### config.mk
export PLATFORM = sky130hd
export DESIGN_NAME = instruction_fetch_unit
export DESIGN_NICKNAME = d
export VERILOG_FILES = /design/src/rtl/instruction_fetch_unit.sv
export SDC_FILE = /design/constraint.sdc
export NUM_CORES = 1
export LEC_CHECK = 0
export ABC_AREA = 0
export CAP_MARGIN = 25
export CORE_ASPECT_RATIO = 1.5
export CORE_UTILIZATION = 43
export DETAILED_ROUTE_END_ITERATION = 8
export MAX_ROUTING_LAYER = met4
export PLACE_DENSITY = 0.79
export SLEW_MARGIN = 20
export SYNTH_ARGS = -nofsm -noshare
export SYNTH_HDL_FRONTEND = slang
export SYNTH_SLANG_ARGS = --single-unit
export TNS_END_PERCENT = 20
### constraint.sdc
create_clock -name Clock -period 1.78 [get_ports Clock]
set_input_delay 0.178 -clock Clock [delete_from_list [all_inputs] [get_ports Clock]]
set_output_delay 0.178 -clock Clock [all_outputs]
set_load 0.005 [all_outputs]
### src/rtl/instruction_fetch_unit.sv
// Fetch stage: owns the PC, reads one instruction word at a time and holds it
// for decode. Branch redirects flush the current fetch; HALT freezes fetch until reset.
module instruction_fetch_unit #(
  parameter int ADDR_W = 8,
  parameter logic [ADDR_W-1:0] RESET_PC = '0,
  parameter logic [3:0] HALT_OP = 4'b1111
) (
  input  logic              Clock,
  input  logic              Reset,
  output logic              imem_req,
  output logic [ADDR_W-1:0] imem_addr,
  input  logic [23:0]       imem_rdata,
  input  logic              imem_ready,
  output logic              if_valid,
  input  logic              id_ready,
  output logic [23:0]       instr,
  output logic [3:0]        OPCODE,
  output logic [3:0]        FUNCT,
  output logic [ADDR_W-1:0] if_pc,
  input  logic              br_taken,
  input  logic [ADDR_W-1:0] br_target,
  output logic              halted,
  output logic [15:0]       fetch_count
);

  typedef enum logic [1:0] {S_FETCH, S_HOLD, S_HALT} state_t;

  state_t            state;
  logic [ADDR_W-1:0] pc;

  // Handshake outputs depend only on state and pc, never on inputs.
  assign imem_req  = (state == S_FETCH);
  assign if_valid  = (state == S_HOLD);
  assign imem_addr = pc;
  assign OPCODE    = instr[23:20];
  assign FUNCT     = instr[3:0];

  always_ff @(posedge Clock) begin
    if (Reset) begin
      state       <= S_FETCH;
      pc          <= RESET_PC;
      instr       <= '0;
      if_pc       <= '0;
      fetch_count <= '0;
      halted      <= 1'b0;
    end else begin
      unique case (state)
        S_FETCH: begin
          if (br_taken) begin
            pc <= br_target;
          end else if (imem_ready) begin
            instr <= imem_rdata;
            if_pc <= pc;
            pc    <= pc + 1'b1;
            state <= S_HOLD;
          end
        end
        S_HOLD: begin
          // A redirect drops the held instruction without counting it.
          if (br_taken) begin
            pc    <= br_target;
            state <= S_FETCH;
          end else if (id_ready) begin
            fetch_count <= fetch_count + 16'd1;
            if (instr[23:20] == HALT_OP) begin
              state  <= S_HALT;
              halted <= 1'b1;
            end else begin
              state <= S_FETCH;
            end
          end
        end
        S_HALT: begin
          halted <= 1'b1;
        end
        default: state <= S_FETCH;
      endcase
    end
  end

endmodule

Word-level counts from Yosys, hierarchy flattened
Cells that the tools add are included.
{ "word_totals": {"mem_bits_rw": 0, "reg_bits": 59, "latch_bits": 0, "wordCells": 43, "rom_bits": 0, "out_inout_bits": 67, "inputBits": 37, "mem_count": 0} }
{ "classes": {"mul": 0, "eq_ne": 11, "addsub": 2, "shift": 0, "mux": 14, "n_div": 0, "n_bitwise": 2, "order_cmp": 0, "n_reduce_logical": 8} }
{ "op_table": {"columns": ["operator", "count"], "rows": [
  ["$mux W8", 3],
  ["$add A16 B1 Y16 const B", 1],
  ["$pmux W8 S2", 1],
  ["$mux W2", 5],
  ["$reduce_and A3 Y1", 3],
  ["$add A8 B1 Y8 const B", 1],
  ["$ne A2 B1 Y1 const B", 4],
  ["$reduce_and A4 Y1", 2],
  ["$ne A3 B1 Y1 const B", 2],
  ["$pmux W2 S3", 1],
  ["$eq A4 B4 Y1 const B", 1],
  ["$ne A2 B2 Y1 const B", 2],
  ["$reduce_bool A2 Y1", 2],
  ["$mux W1", 3],
  ["$eq A2 B1 Y1 const B", 1],
  ["$eq A2 B2 Y1 const B", 1],
  ["$logic_not A2 Y1", 1],
  ["$not A1 Y1", 2],
  ["$pmux W1 S2", 1]
]} }

Depth between registers and ports, before layout
Gate-level depths: netlist of run 1.
{ "logic_depth": {"ltp_word": 5, "ltp_mapped": 6} }

Least setup slack after synthesis of run 1
Ideal clock, no wire load.
{ "synth_path": {"kind": "reg2reg", "startpoint": "register state[1]", "endpoint": "register fetch_count[14]", "required_ps": 1710, "path_buffers": 2, "path_slack_ps": 162, "arrival_ps": 1547, "synth_period_minus_slack_ps": 1618, "stages_incl_launch_ff": 7, "path_cell_list": "dfxtp_1 buf_4 and4bb_2 buf_6 nand2_1 or4_1 a21oi_1"} }
{ "synth_via": {"elab_chain_len": 2} }
{ "synth_rtl": {"columns": ["element", "line", "rtl"], "rows": [
  ["from (decl)", "28", "state_t state;"],
  ["from (signal assigned)", "40", "state <= S_FETCH;"],
  ["from (signal assigned)", "55", "state <= S_HOLD;"],
  ["from (signal assigned)", "62", "state <= S_FETCH;"],
  ["$eq A2 B1 Y1", "47", "unique case (state)"],
  ["$reduce_and A3 Y1 (no line)", null, null],
  ["to (signal assigned)", "64", "fetch_count <= fetch_count + 16'd1;"],
  ["to (decl)", "23", "output logic [15:0] fetch_count"]
]} }
Every way passes these cells.
A chain may end at the register's enable or synchronous reset.

Final worst setup path of run 1
{ "layout_path": {"startpoint": "register state[0]", "endpoint": "output if_valid"} }
{ "layout_via": {"elab_chain_len": 1} }
{ "layout_rtl": {"columns": ["element", "line", "rtl"], "rows": [
  ["$eq A2 B1 Y1", "33", "assign if_valid = (state == S_HOLD);"],
  ["to (decl)", "14", "output logic if_valid,"]
]} }
Every way passes these cells.

==> results.md, run 1 <==
* Max Cap Viol at 0
* CTS Sinks at just under 60
* Final hold violations at 0
* Peak VDD IR at about 380 uV
* Fmax at 0.584 GHz
* CTS clk-pin slew, worst paths at 0.07 ns
* Seq cells post-synth at 59
* DIE HEIGHT at between 90 and 100 um
* Root Buffer Master: clkbuf_8
* Post-Layout Cell Count at about 500
* Clock buffer depth at 2
* Pwr/cell area at between 700 and 800 nW/um2
* Top Layer Used: met4
* Antenna-violating nets left at 0
* H-tree depth at 3
* Slowest CP cell: clkdlybuf4s50_1
* Commonest non-fill, non-tap cell in the layout: clkdlybuf4s50_1
* Setup Viol. Count Final at 0
* Seq/Total Area, Yosys at 0.468
* Vias in the first global route at 2307
* Via Count at roughly 2600
* Hold crit path type: primary input to register
* Final worst-path cycle share at 0.962
* Worst path max stage delay at around 0.53 ns
* Num CTS Buffers at 9
* Cell row count at 33
* Share of layout cells above drive strength 1 at 0.0915
* Most frequent cells in the layout: clkdlybuf4s50_1 (102), nand2_1 (78), dfxtp_1 (59)
* DRT Pass-1 Iters at 4
* Number of antenna violations at the first check in global routing at 0
* Setup TNS at 0 ns
* Critical path arrival at approximately 1.5 ns
* Overflow after GRT at 0
* FFs w/ async S/R, synth at 0
* Worst-Skew Late Latency at 0.34 ns
* Fill cells at around 450
* Mapped cell area at between 2000 and 3000 um2
* Final Net Count at ~460
* Worst Setup End Kind: output port
* WS Path Type: register to output port
* DRT iter0 DRCs at between 150 and 200
* First-pass GRT wire length at between 10 and 15 mm
* Largest net degree at the start of global routing at 36
* Area grow syn2layout at 53.8%
* Min Tclk post-route at around 1.7 ns
* Starting Density at 0.453
* Total track usage at 0.232
* Post-Syn Instances at around 320
* Antenna diode instance count at 0
* Met2 wire length at about 3.5 mm
* # DRC at 0
* DRT Wirelength at approximately 6.9 mm
* Length of routed met3 wiring at approximately 400 um
* Actual slew at the worst max-slew pin at between 0.4 and 0.5 ns
* Worst path cell trace: nor2b_1 -> clkdlybuf4s50_1
* Top_reg_cell synth: dfxtp_1
* GPL Wtd Cong at 0.922
* WP data required at ~1.6 ns
* Vias per cell at around 5.3
* CP Max Fanout at 6
* Placeable Area at between 5000 and 6000 um2
* Synthesis Warnings at 0
* Syn Area/Cell at 8.02 um2
* IO Pins at about 100
* Multi-input gate area at between 1000 and 1500 um2
* Post-Syn Nets at about 350
* Lkg Pwr at approximately 1.4 nW
* Startpoint types: register
* WL/cell at 13.9 um
* RSZ-0062 raised after global routing: false
* Post-DP HPWL at a little under 5 mm
* Routed met1 length at between 2 and 3 mm
* Slew Limit Fails at 0
* Number of synthesized flops with an enable pin at 0
* Power Total at between 3 and 4 mW
* Crit path max-delay family: buffers and inverters
* CTS tree: built
* Dpl cells at just under 500
* Sequential cell area at around 1200 um2
* Die area at approximately 6200 um2
* Status: completed
* Max Clock Skew at around 0.012 ns
* Die Width at 64.6 um
* Worst path bufs/invs at 1
* Setup repair bufs after CTS at 0
* Relative slew slack at 0.673
* # port buffers at just over 100
* Post-synth cell types at 38
## state kept, by name (all words and copies together) (netlist names)
signal	cells
imem_addr	8
halted	1
state	2
instr	24
if_pc	8
fetch_count	16
## routing by layer
| layer | vias up | global-route usage |
|---|---|---|
| li1 | 1286 | - |
| met1 | 1229 | 0.256 |
| met2 | 110 | 0.387 |
| met3 | 14 | 0.0581 |
| met4 | 0 | 0.117 |
| met5 | - | - |
## worst register-to-register path, cell delays in order (launching register included)
cell     delay (ns)
dfxtp_1        0.40
ha_1           0.19
and2_4         0.17
nand2_1        0.12
or4_1          0.53
a21oi_1        0.14
## kinds of logic (layout without fill, tap and decap cells)
logic type / count (synthesis) / after routing / share of synthesized area
adder cells (fa/ha/maj): 2 / 2 / 0.00991
buffers and inverters: 36 / 147 / 0.0704
AND/OR/NAND/NOR: 133 / 133 / 0.249
AO/OA/AOI/OAI: 77 / 77 / 0.175
XOR/XNOR: 8 / 8 / 0.0278
flip-flops: 59 / 59 / 0.468
## per-stage QoR
step | util | worst slack, ns | hold WS (ns) | instance area [um2]
floorplan | - | 0.162 | 0.314 | 2520
global placement | 0.662 | -0.0547 | 0.441 | 3690
detailed placement | 0.662 | -0.0991 | 0.448 | 3690
CTS | 0.696 | 0.0306 | 0.265 | 3880
global route | 0.697 | 0.00131 | 0.287 | 3880
finish | 0.697 | 0.0683 | 0.274 | 3880
## synth_stat cells, types with 3 or more instances
| cell type | number | area share |
|---|---|---|
| nor3_1 | 4 | 0.0079 |
| o21ai_0 | 9 | 0.018 |
| o31ai_1 | 4 | 0.012 |
| buf_4 | 9 | 0.027 |
| nor4_1 | 3 | 0.0074 |
| o21a_1 | 3 | 0.0089 |
| nand3_1 | 9 | 0.018 |
| inv_1 | 9 | 0.013 |
| xor2_1 | 5 | 0.017 |
| nor2_1 | 14 | 0.021 |
| or3_1 | 5 | 0.012 |
| xnor2_1 | 3 | 0.010 |
| or4_1 | 5 | 0.015 |
| nand4_1 | 4 | 0.0099 |
| nand2_1 | 78 | 0.12 |
| clkbuf_1 | 16 | 0.024 |
| o32ai_1 | 4 | 0.014 |
| a21oi_1 | 49 | 0.097 |
| and4_1 | 3 | 0.010 |
| dfxtp_1 | 59 | 0.47 |
## where the power goes
group | switching [mW] | internal (mW)
clock network | 0.498 | 0.714
logic | 0.158 | 0.233
registers | 0.0400 | 1.37
## final timing paths
| check | to | depth (start not counted) | from | slack, ns |
|---|---|---|---|---|
| setup / recovery | if_valid | 2 | state[0] | 0.07 |
| hold / removal | fetch_count[6] | 2 | Reset | 0.27 |
| setup reg to reg | fetch_count[14] | 5 | fetch_count[0] | 0.16 |
| hold reg to reg | if_pc[5] | 2 | if_pc[5] | 0.45 |
## area by class of cell
cell class | instances | area share
clock buffers | 13 | 0.0409
clock inverters | 2 | 0.00902
inverters | 9 | 0.00870
multi-input cells | 220 | 0.302
flip-flops and latches | 59 | 0.304
well taps | 70 | 0.0226
repair buffers | 123 | 0.312
## timing repair
| item | CTS | global route |
|---|---|---|
| hold buffers | 0 | 0 |
| setup endpoints to repair | 0 | 1 |
| gates resized for setup | 0 | 1 |
Note: power is estimated with default switching activity, not from simulation.
==> run 2, diff against run 1 <==
- SETUP_SLACK_MARGIN: default -> 0.3
==> results.md, run 2 (same netlist as run 1, synthesis figures left out) <==
* Via Count at 2607 (was 2639)
* Lkg Pwr at 1.45 nW (was 1.37 nW)
* Share of layout cells above drive strength 1 at 0.164 (was 0.0915)
* Hold crit path type: primary input to register (unchanged)
* Max Cap Viol at 0 (unchanged)
* Worst hold endpoint: fetch_count[0] (was fetch_count[6])
* Worst hold start: Reset (unchanged)
* Root Buffer Master: clkbuf_8 (unchanged)
* Overflow after GRT at 0 (unchanged)
* Post-Layout Cell Count at 503 (was 496)
* Worst R2R Path Depth at 4 (was 5)
* DRT iter0 DRCs at 165 (was 190)
* Critical path arrival at 1.34 ns (was 1.53 ns)
* Die area at 6190 um2 (unchanged)
* Total track usage at 0.247 (was 0.232)
* Commonest non-fill, non-tap cell in the layout: clkdlybuf4s50_1 (unchanged)
* Worst-Skew Late Latency at 0.34 ns (about the same)
* CP Max Fanout at 7 (was 6)
* Worst Setup End Kind: output port (unchanged)
* # DRC at 0 (unchanged)
* Largest regs: instr x24, fetch_count x16 (unchanged)
* Slew Limit Fails at 0 (unchanged)
* Vias per cell at 5.18 (was 5.32)
* Peak VDD IR at 404 uV (was 378 uV)
* Multi-input gate area at 1230 um2 (was 1170 um2)
* Clock buffer depth at 2 (unchanged)
* Biggest register: instr (unchanged)
* Antenna diode instance count at 0 (unchanged)
* CTS Hold Bufs at 0 (unchanged)
* Final worst-path cycle share at 0.852 (was 0.962)
* Pwr/cell area at 714 nW/um2 (was 775 nW/um2)
* Num CTS Buffers at 9 (unchanged)
* Relative slew slack at 0.742 (was 0.673)
* Die Width at 64.6 um (unchanged)
* Antenna-violating nets left at 0 (unchanged)
* Sequential cell area at 1200 um2 (was 1180 um2)
* Reg-to-reg endpoint: fetch_count[13] (was fetch_count[14])
* Fill cells at 435 (was 449)
* WL/cell at 14.3 um (was 13.9 um)
* DIE HEIGHT at 95.9 um (unchanged)
* Dpl cells at 483 (was 481)
* Number of antenna violations at the first check in global routing at 0 (unchanged)
* WS Path Type: register to output port (unchanged)
* H-tree depth at 3 (unchanged)
* Placed cell areas at 3700 um2 (was 3690 um2)
* CTS Sinks at 59 (unchanged)
* Most frequent cells in the layout: clkdlybuf4s50_1 (100), nand2_1 (76), dfxtp_1 (49) (was clkdlybuf4s50_1 (102), nand2_1 (78), dfxtp_1 (59))
* WP data required at 1.60 ns (about the same)
* DRT Pass-1 Iters at 4 (unchanged)
* Post-DP HPWL at 4.91 mm (was 4.94 mm)
* Startpoint types: register (unchanged)
* IO Pins at 104 (unchanged)
* CTS clk-pin slew, worst paths at 0.06 ns (was 0.07 ns)
* # port buffers at 103 (unchanged)
* R2R Path Start: fetch_count[9] (was fetch_count[0])
* Area grow syn2layout at 58.7% (was 53.8%)
* Setup Viol. Count Final at 0 (unchanged)
* Max reg flops at 24 (unchanged)
* Status: completed (unchanged)
* CTS tree: built (unchanged)
* Placeable Area at 5570 um2 (unchanged)
* WHS at 0.126 ns (was 0.274 ns)
* RSZ-0062 raised after global routing: true (was false)
* DRT Wirelength at 7.17 mm (was 6.91 mm)
* GPL Wtd Cong at 0.836 (was 0.922)
* Setup WS post-layout at 0.264 ns (was 0.0683 ns)
* Setup TNS at 0 ns (unchanged)
* Vias in the first global route at 2514 (was 2307)
* Max Clock Skew at 0.00558 ns (was 0.0123 ns)
* Final Cell Area at 4010 um2 (was 3880 um2)
* Min Tclk post-route at 1.52 ns (was 1.71 ns)
* Hold Crit Depth at 2 (unchanged)
* Actual slew at the worst max-slew pin at 0.384 ns (was 0.491 ns)
* Final hold violations at 0 (unchanged)
* Fmax at 0.659 GHz (was 0.584 GHz)
* Setup WS pre-CTS at -0.0754 ns (was -0.0991 ns)
* Cell row count at 33 (unchanged)
* Largest net degree at the start of global routing at 54 (was 36)
* First-pass GRT wire length at 11.2 mm (was 10.7 mm)
* Reg-to-reg slack, setup at 0.27 ns (was 0.16 ns)
* Final Net Count at 469 (was 461)
* Starting Density at 0.453 (unchanged)
==> run 2: cell types whose count changed in the layout (fill, tap and decap cells not counted), moves of 2 or more <==
cell,delta
buf_4,+6
clkbuf_1,-2
a21oi_1,-2
clkdlybuf4s50_1,-2
dfxtp_2,+6
nand2_1,-2
dfxtp_1,-10
or3_1,-2
dfxtp_4,+4
clkinv_2,+2
a21oi_2,+2
or3_4,+2
==> run 2: final cells by class <==
type	count	area share
Multi-Input combinational cell	220	0.307
Timing Repair Buffer	131	0.321
Inverter	9	0.00843
Tap cell	70	0.0219
Clock buffer	11	0.0378
Clock inverter	3	0.00375
Sequential cell	59	0.300
==> run 2: worst max-delay path by stage <==
stage                         from  cells past startpoint              end  slack, ns
detailed placement        br_taken                      6   fetch_count[9]      -0.08
finish                imem_addr[2]                      2     imem_addr[2]       0.26
CTS                       state[0]                      3         imem_req       0.17
global placement          br_taken                      5  fetch_count[15]      -0.03
global route        fetch_count[9]                      4  fetch_count[13]       0.19
floorplan                 state[1]                      6  fetch_count[12]       0.25
==> run 2: metrics by stage <==
stage,total power [mW],util
final,2.86,0.719
after global routing,2.99,0.719
after CTS,2.88,0.710
after detailed placement,1.83,0.664
after global placement,1.82,0.664
after floorplan,1.58,-
==> run 2: routing by layer <==
| layer | part of all wire | up-vias | track usage |
|---|---|---|---|
| met5 | 0 | - | - |
| met4 | 0.026 | 0 | 0.152 |
| met3 | 0.056 | 12 | 0.0640 |
| met2 | 0.51 | 93 | 0.419 |
| met1 | 0.41 | 1197 | 0.254 |
| li1 | - | 1305 | - |
==> run 2: where the power goes <==
part | switching [mW] | internal, mW
Clock | 0.490 | 0.557
Sequential | 0.0410 | 1.37
Combinational | 0.163 | 0.245
Total | 0.694 | 2.17
==> run 2: timing repair <==
| item | in CTS | in global routing |
|---|---|---|
| endpoints found under the setup margin | 21 | 74 |
| gates resized for setup | 16 | 17 |
| pin swaps | 5 | 0 |
| setup buffers | 6 | 0 |
==> run 2: worst max-delay path, stage by stage (launching register included) <==
cell and delay [ns]:
dfxtp_1 0.35, buf_4 0.16, clkdlybuf4s50_1 0.50
==> run 3, diff against run 2 <==
- ABC_AREA: 0 -> default
==> results of run 3 <==
No change in the layout: final DEF, timing and power equal those of run 2.
